`config.mk`:
```
export PLATFORM = sky130hd
export DESIGN_NAME = pipeline_run_monitor
export DESIGN_NICKNAME = d
export VERILOG_FILES = /design/src/rtl/pipeline_run_monitor_pkg.sv /design/src/rtl/pipeline_run_monitor_stall.sv /design/src/rtl/pipeline_run_monitor.sv
export SDC_FILE = /design/constraint.sdc
export NUM_CORES = 2
export LEC_CHECK = 0
export CAP_MARGIN = 20
export CORE_MARGIN = 1.5
export CORE_UTILIZATION = 35
export DETAILED_ROUTE_END_ITERATION = 7
export PLACE_DENSITY_LB_ADDON = 0.05
export SYNTH_ARGS = -nofsm -noshare
export SYNTH_HDL_FRONTEND = slang
export SYNTH_SLANG_ARGS = --single-unit
```
`constraint.sdc`:
```
create_clock -name clk -period 6.8 [get_ports clk]
set_input_delay 1.36 -clock clk [delete_from_list [all_inputs] [get_ports clk]]
set_output_delay 1.36 -clock clk [all_outputs]
set_load 0.005 [all_outputs]
```
`src/rtl/pipeline_run_monitor_pkg.sv`:
```
// Shared types and constants for the pipeline run monitor and its benches.
// Channel indices follow the default tap order: t0-t7 first, then s0-s7.
package pipeline_run_monitor_pkg;

    typedef enum logic [1:0] {
        IDLE = 2'd0,
        RUN  = 2'd1,
        DONE = 2'd2
    } run_state_t;

    localparam int DEF_PC_W   = 7;
    localparam int DEF_DATA_W = 32;
    localparam int DEF_NUM_CH = 16;

    localparam int T0 = 0;
    localparam int T1 = 1;
    localparam int T2 = 2;
    localparam int T3 = 3;
    localparam int T4 = 4;
    localparam int T5 = 5;
    localparam int T6 = 6;
    localparam int T7 = 7;
    localparam int S0 = 8;
    localparam int S1 = 9;
    localparam int S2 = 10;
    localparam int S3 = 11;
    localparam int S4 = 12;
    localparam int S5 = 13;
    localparam int S6 = 14;
    localparam int S7 = 15;

endpackage

```
`src/rtl/pipeline_run_monitor_stall.sv`:
```
// Halt detector: tracks how many consecutive cycles the core PC has not moved.
// halt is combinational and only meaningful while the owner has enable high.
module pc_stall_detector
    import pipeline_run_monitor_pkg::*;
#(
    parameter int PC_W        = DEF_PC_W,
    parameter int STALL_LIMIT = 4
) (
    input  logic            clk,
    input  logic            rst_n,
    input  logic            clear,
    input  logic            enable,
    input  logic [PC_W-1:0] pc,
    output logic            halt
);

    // Counter must hold STALL_LIMIT itself, reached on the halting edge.
    localparam int SC_W = (STALL_LIMIT < 2) ? 1 : $clog2(STALL_LIMIT + 1);

    logic [PC_W-1:0] prev_pc_reg;
    logic [SC_W-1:0] stall_cnt_reg;
    logic            pc_same;

    assign pc_same = (pc == prev_pc_reg);
    assign halt    = pc_same && (stall_cnt_reg == SC_W'(STALL_LIMIT - 1));

    always_ff @(posedge clk or negedge rst_n) begin
        if (!rst_n) begin
            prev_pc_reg   <= '0;
            stall_cnt_reg <= '0;
        end else if (clear) begin
            prev_pc_reg   <= pc;
            stall_cnt_reg <= '0;
        end else if (enable) begin
            prev_pc_reg   <= pc;
            stall_cnt_reg <= pc_same ? stall_cnt_reg + SC_W'(1) : '0;
        end
    end

endmodule

```
`src/rtl/pipeline_run_monitor.sv`:
```
// Run monitor beside the 5-stage core: counts run cycles, stops on PC halt or
// cycle budget, flags per-cycle register changes and freezes a register snapshot.
module pipeline_run_monitor
    import pipeline_run_monitor_pkg::*;
#(
    parameter int PC_W        = DEF_PC_W,
    parameter int DATA_W      = DEF_DATA_W,
    parameter int NUM_CH      = DEF_NUM_CH,
    parameter int CNT_W       = 16,
    parameter int MAX_CYCLES  = 29,
    parameter int STALL_LIMIT = 4
) (
    input  logic                      clk,
    input  logic                      rst_n,
    input  logic                      start,
    input  logic                      abort,
    input  logic [PC_W-1:0]           pc,
    input  logic [NUM_CH*DATA_W-1:0]  regs,
    input  logic [$clog2(NUM_CH)-1:0] rd_sel,
    output logic                      busy,
    output logic                      done,
    output logic                      timeout,
    output logic [CNT_W-1:0]          cycle_count,
    output logic [NUM_CH-1:0]         change_mask,
    output logic                      change_valid,
    output logic [DATA_W-1:0]         rd_data
);

    if (MAX_CYCLES < 1) begin : g_bad_max_low
        $error("pipeline_run_monitor: MAX_CYCLES must be at least 1");
    end
    if (longint'(MAX_CYCLES) >= (longint'(1) << CNT_W)) begin : g_bad_max_high
        $error("pipeline_run_monitor: MAX_CYCLES must be below 2**CNT_W");
    end
    if (STALL_LIMIT < 1) begin : g_bad_stall
        $error("pipeline_run_monitor: STALL_LIMIT must be at least 1");
    end
    if (NUM_CH < 2) begin : g_bad_ch
        $error("pipeline_run_monitor: NUM_CH must be at least 2");
    end

    run_state_t              state_reg;
    logic                    busy_reg;
    logic                    done_reg;
    logic                    timeout_reg;
    logic [CNT_W-1:0]        cycle_count_reg;
    logic [NUM_CH-1:0]       change_mask_reg;
    logic                    change_valid_reg;
    logic [DATA_W-1:0]       prev_regs_reg [NUM_CH];
    logic [DATA_W-1:0]       snapshot_reg  [NUM_CH];
    logic [NUM_CH-1:0]       diff;
    logic                    launch;
    logic                    run_step;
    logic                    halt;
    logic                    at_budget;
    logic                    snap_we;

    assign launch    = start && (state_reg != RUN);
    assign run_step  = (state_reg == RUN) && !abort;
    assign at_budget = (cycle_count_reg == CNT_W'(MAX_CYCLES - 1));
    assign snap_we   = run_step && (halt || at_budget);

    pc_stall_detector #(
        .PC_W        (PC_W),
        .STALL_LIMIT (STALL_LIMIT)
    ) u_stall (
        .clk    (clk),
        .rst_n  (rst_n),
        .clear  (launch),
        .enable (run_step),
        .pc     (pc),
        .halt   (halt)
    );

    for (genvar gi = 0; gi < NUM_CH; gi++) begin : g_ch
        assign diff[gi] = (regs[gi*DATA_W +: DATA_W] != prev_regs_reg[gi]);

        always_ff @(posedge clk or negedge rst_n) begin
            if (!rst_n) begin
                prev_regs_reg[gi] <= '0;
                snapshot_reg[gi]  <= '0;
            end else begin
                if (launch || run_step) begin
                    prev_regs_reg[gi] <= regs[gi*DATA_W +: DATA_W];
                end
                if (snap_we) begin
                    snapshot_reg[gi] <= regs[gi*DATA_W +: DATA_W];
                end
            end
        end
    end

    always_ff @(posedge clk or negedge rst_n) begin
        if (!rst_n) begin
            state_reg        <= IDLE;
            busy_reg         <= 1'b0;
            done_reg         <= 1'b0;
            timeout_reg      <= 1'b0;
            cycle_count_reg  <= '0;
            change_mask_reg  <= '0;
            change_valid_reg <= 1'b0;
        end else begin
            case (state_reg)
                IDLE, DONE: begin
                    if (start) begin
                        state_reg        <= RUN;
                        busy_reg         <= 1'b1;
                        done_reg         <= 1'b0;
                        timeout_reg      <= 1'b0;
                        cycle_count_reg  <= '0;
                        change_mask_reg  <= '0;
                        change_valid_reg <= 1'b0;
                    end
                end
                RUN: begin
                    if (abort) begin
                        // Cancelled runs leave the count visible but raise no flags.
                        state_reg        <= IDLE;
                        busy_reg         <= 1'b0;
                        change_mask_reg  <= '0;
                        change_valid_reg <= 1'b0;
                    end else begin
                        cycle_count_reg <= cycle_count_reg + CNT_W'(1);
                        if (halt || at_budget) begin
                            state_reg        <= DONE;
                            busy_reg         <= 1'b0;
                            done_reg         <= 1'b1;
                            timeout_reg      <= !halt;
                            change_mask_reg  <= '0;
                            change_valid_reg <= 1'b0;
                        end else begin
                            change_mask_reg  <= diff;
                            change_valid_reg <= |diff;
                        end
                    end
                end
                default: begin
                    state_reg <= IDLE;
                    busy_reg  <= 1'b0;
                end
            endcase
        end
    end

    always_comb begin
        rd_data = '0;
        if (32'(rd_sel) < NUM_CH) begin
            rd_data = snapshot_reg[rd_sel];
        end
    end

    assign busy         = busy_reg;
    assign done         = done_reg;
    assign timeout      = timeout_reg;
    assign cycle_count  = cycle_count_reg;
    assign change_mask  = change_mask_reg;
    assign change_valid = change_valid_reg;

endmodule
```
==> flow_summary.ini <==
[run_status]
outcome = complete, no violations

[timing]
finalMaxSlewViolations = 0
finalClockSkew_ns = 0.03314
period_needed_ns = 5.338
slew-limit-headroom_pct = 26.95
finalSetupViolations = 0
tns_ns = 0
rsz0062_at_grt = false
worst_slew_pin_slew_ns = 1.086
max_freq_ghz = 0.1874
fin_crit_sh_pct = 78.49
hold_violations = 0

[setup_path]
critPathTopFamily = buffers and inverters
slowest_stage = mux4_2
critical_path_class = input port to output port
crit_buf_inv = 3
cp_max_fo = 55
cp_common_cell = mux4_2
start_kind = input port
arrival_ns = 3.98
critPathRequiredTime_ns = 5.44
rr_startpoint = prev_regs_reg[250]
cp-startpoint = rd_sel[0]
endpoint_kind = output port
critical-path-max-stage-delay_ns = 0.60
crit_path_cell_trace = buf_8 -> buf_4 -> mux4_2 -> mux4_2 -> clkdlybuf4s50_1

[routing]
vias = 35667
drt_iter0_markers = 3657
drtPass1Iterations = 5
drt-total-wl_um = 211400
avgViaCountPerCell = 5.183
drc = 0
wire_per_inst_um = 30.72
drtAntennaViolNets = 0

[synthesis]
synthXorXnorAreaFrac_pct = 9.398
synth_seq_area_share_pct = 54.11
synth_mux_area_share_pct = 18.90
synth.area.top_cells = dfrtp_1 (54%), nand2_1 (12%), xnor2_1 (9.1%)
synth_area_per_cell_um2 = 11.45
synth-simple-area-share_pct = 14.62
synth-compound-area-share_pct = 0.5098
ys_warn_count = 0
synth-seq-cells = 1072
syn_area_um2 = 49580
synth_top_family_by_area = multiplexers
synth_top_area_share_pct = 54.11
synthCells = 4330
synth_adder_area_share_pct = 0.1009
synth.distinct_cells = 37
synth_nets = 4861
yosys.area.top_type = dfrtp_1

[layout]
final_common_cell = nand2_1
multi_input_area_um2 = 21610
syn_to_final_growth_pct = 24.62
layout.nets = 5430
drive_above_1_share_pct = 14.31
regArea_um2 = 26830
final_cells = 6881
final_cell_mix = nand2_1 (1587), dfrtp_1 (1072), clkdlybuf4s50_1 (589)
num-fill-cells = 13137

[cts]
cts_tree = done
ctsResizeCount = 0
clock_path_buffers = 3
cts_buffers = 121
clk_latency_ns = 0.76
clkSinkCount = 1072
cts-root-buf = clkbuf_16
clkSlewWorstSetupHoldPaths_ns = 0.06
htree_levels = 3
post_cts_buffers = 0
ctsHoldBuffers = 0

[place]
portBuffers = 594
hpwl_um = 167000
place_inst = 6652
place.gp.congestion = 0.9736

[power]
internal_power_w = 0.01247
power_frac_clock_pct = 40.5
combPwrFrac_pct = 15.9
power_frac_seq_pct = 43.6
p_leak_nw = 28.89
powerDensity_nw_per_um2 = 279.7
ir_worst_vdd_uv = 212.4
switching_share_pct = 27.82
p_switching_w = 0.004807

[global_routing]
antenna_found_initial = 58
track_usage_pct = 29.26
grt_pass1_vias = 34051
grt_max_degree = 168
gr-total-overflow = 0
grt_pass1_wl_um = 288100

[floorplanning]
die_w_um = 379.4
core_area_um2 = 140000
std_cell_rows = 137
pin_count = 595
die_area_um2 = 143900
start_util_pct = 35.40
die_height_um = 379.4

[worst_hold_path]
worstHoldPathType = register to register
hold_path.startpoint = done

[job]
maxCapViolations = 0
## power by group through the flow
stage,registers (W),clock network (W),logic [W]
after detailed placement,0.00764,0,0.00277
after CTS,0.00753,0.00714,0.00279
after global routing,0.00761,0.00738,0.00306
after floorplan,0.00756,0,0.00163
final,0.00753,0.00699,0.00275
after global placement,0.00762,0,0.00276
## path summary, 6_finish.rpt
kind	slack (ns)	depth (start not counted)	endpoint
min in group asynchronous	0.58	1	cycle_count[10]
hold / removal	0.48	1	done
max in group asynchronous	4.70	3	prev_regs_reg[358]
hold reg to reg	0.48	1	done
setup / recovery	1.46	5	rd_data[17]
setup reg to reg	3.52	7	change_valid
## Yosys cell counts
library cell	count
nor4_2	2
o22a_1	1
nor2_1	18
a21o_1	2
a21oi_1	2
nand3_1	7
o31ai_1	1
and2_1	1
o21ai_0	8
nor2_2	1
nor3_1	1
buf_6	26
nand2_1	1588
or3_1	1
nor2b_1	1
xor2_1	19
mux2_2	276
nor4_1	38
and3_1	3
or3b_1	1
buf_4	22
a21oi_2	1
clkbuf_1	94
a22o_1	17
nand2b_1	2
mux4_2	160
buf_2	67
buf_1	3
inv_1	4
o22ai_1	1
mux2_1	236
dfrtp_1	1072
xnor2_1	513
nor4b_1	1
ha_1	4
a21boi_0	1
nand4_1	135
## routing by layer
metal	vias up	wire length (um)	GRT usage, %	part of all wire, %
met2	1294	94140	44.31	45
li1	15612	-	-	-
met3	310	18290	7.905	8.7
met4	44	7326	9.819	3.5
met5	-	273	0	0.13
met1	18407	91360	40.40	43
## cell families (layout without fill, tap and decap cells)
kind of cell / after synthesis / count (layout)
compound gates: 34 / 34
xor+xnor: 532 / 532
fa+ha+maj: 4 / 4
buf+inv: 216 / 883
flops: 1072 / 1072
mux: 672 / 672
other cells: 0 / 8
simple gates: 1800 / 1800
## layout make-up
type / count / area share (%)
clock inverter: 49 / 1.004
tap: 1876 / 3.799
multi-input combinational: 3042 / 34.97
inverter: 4 / 0.02430
antenna: 8 / 0.03240
clock buffer: 172 / 5.800
sequential: 1072 / 43.42
timing repair buffer: 658 / 10.95
## per-stage QoR
step	setup slack [ns]	cell area, um^2	util, %	hold WS [ns]	total power [W]
after floorplan	2.501	49580	-	0.4524	0.009191
after global placement	1.457	57560	41.10	0.4645	0.01038
after detailed placement	1.450	57560	41.10	0.4695	0.01041
after CTS	1.441	61770	44.10	0.4838	0.01745
after global routing	1.305	61770	44.10	0.5040	0.01804
final	1.462	61790	44.12	0.4775	0.01728
Note: power is estimated with default switching activity, not from simulation.
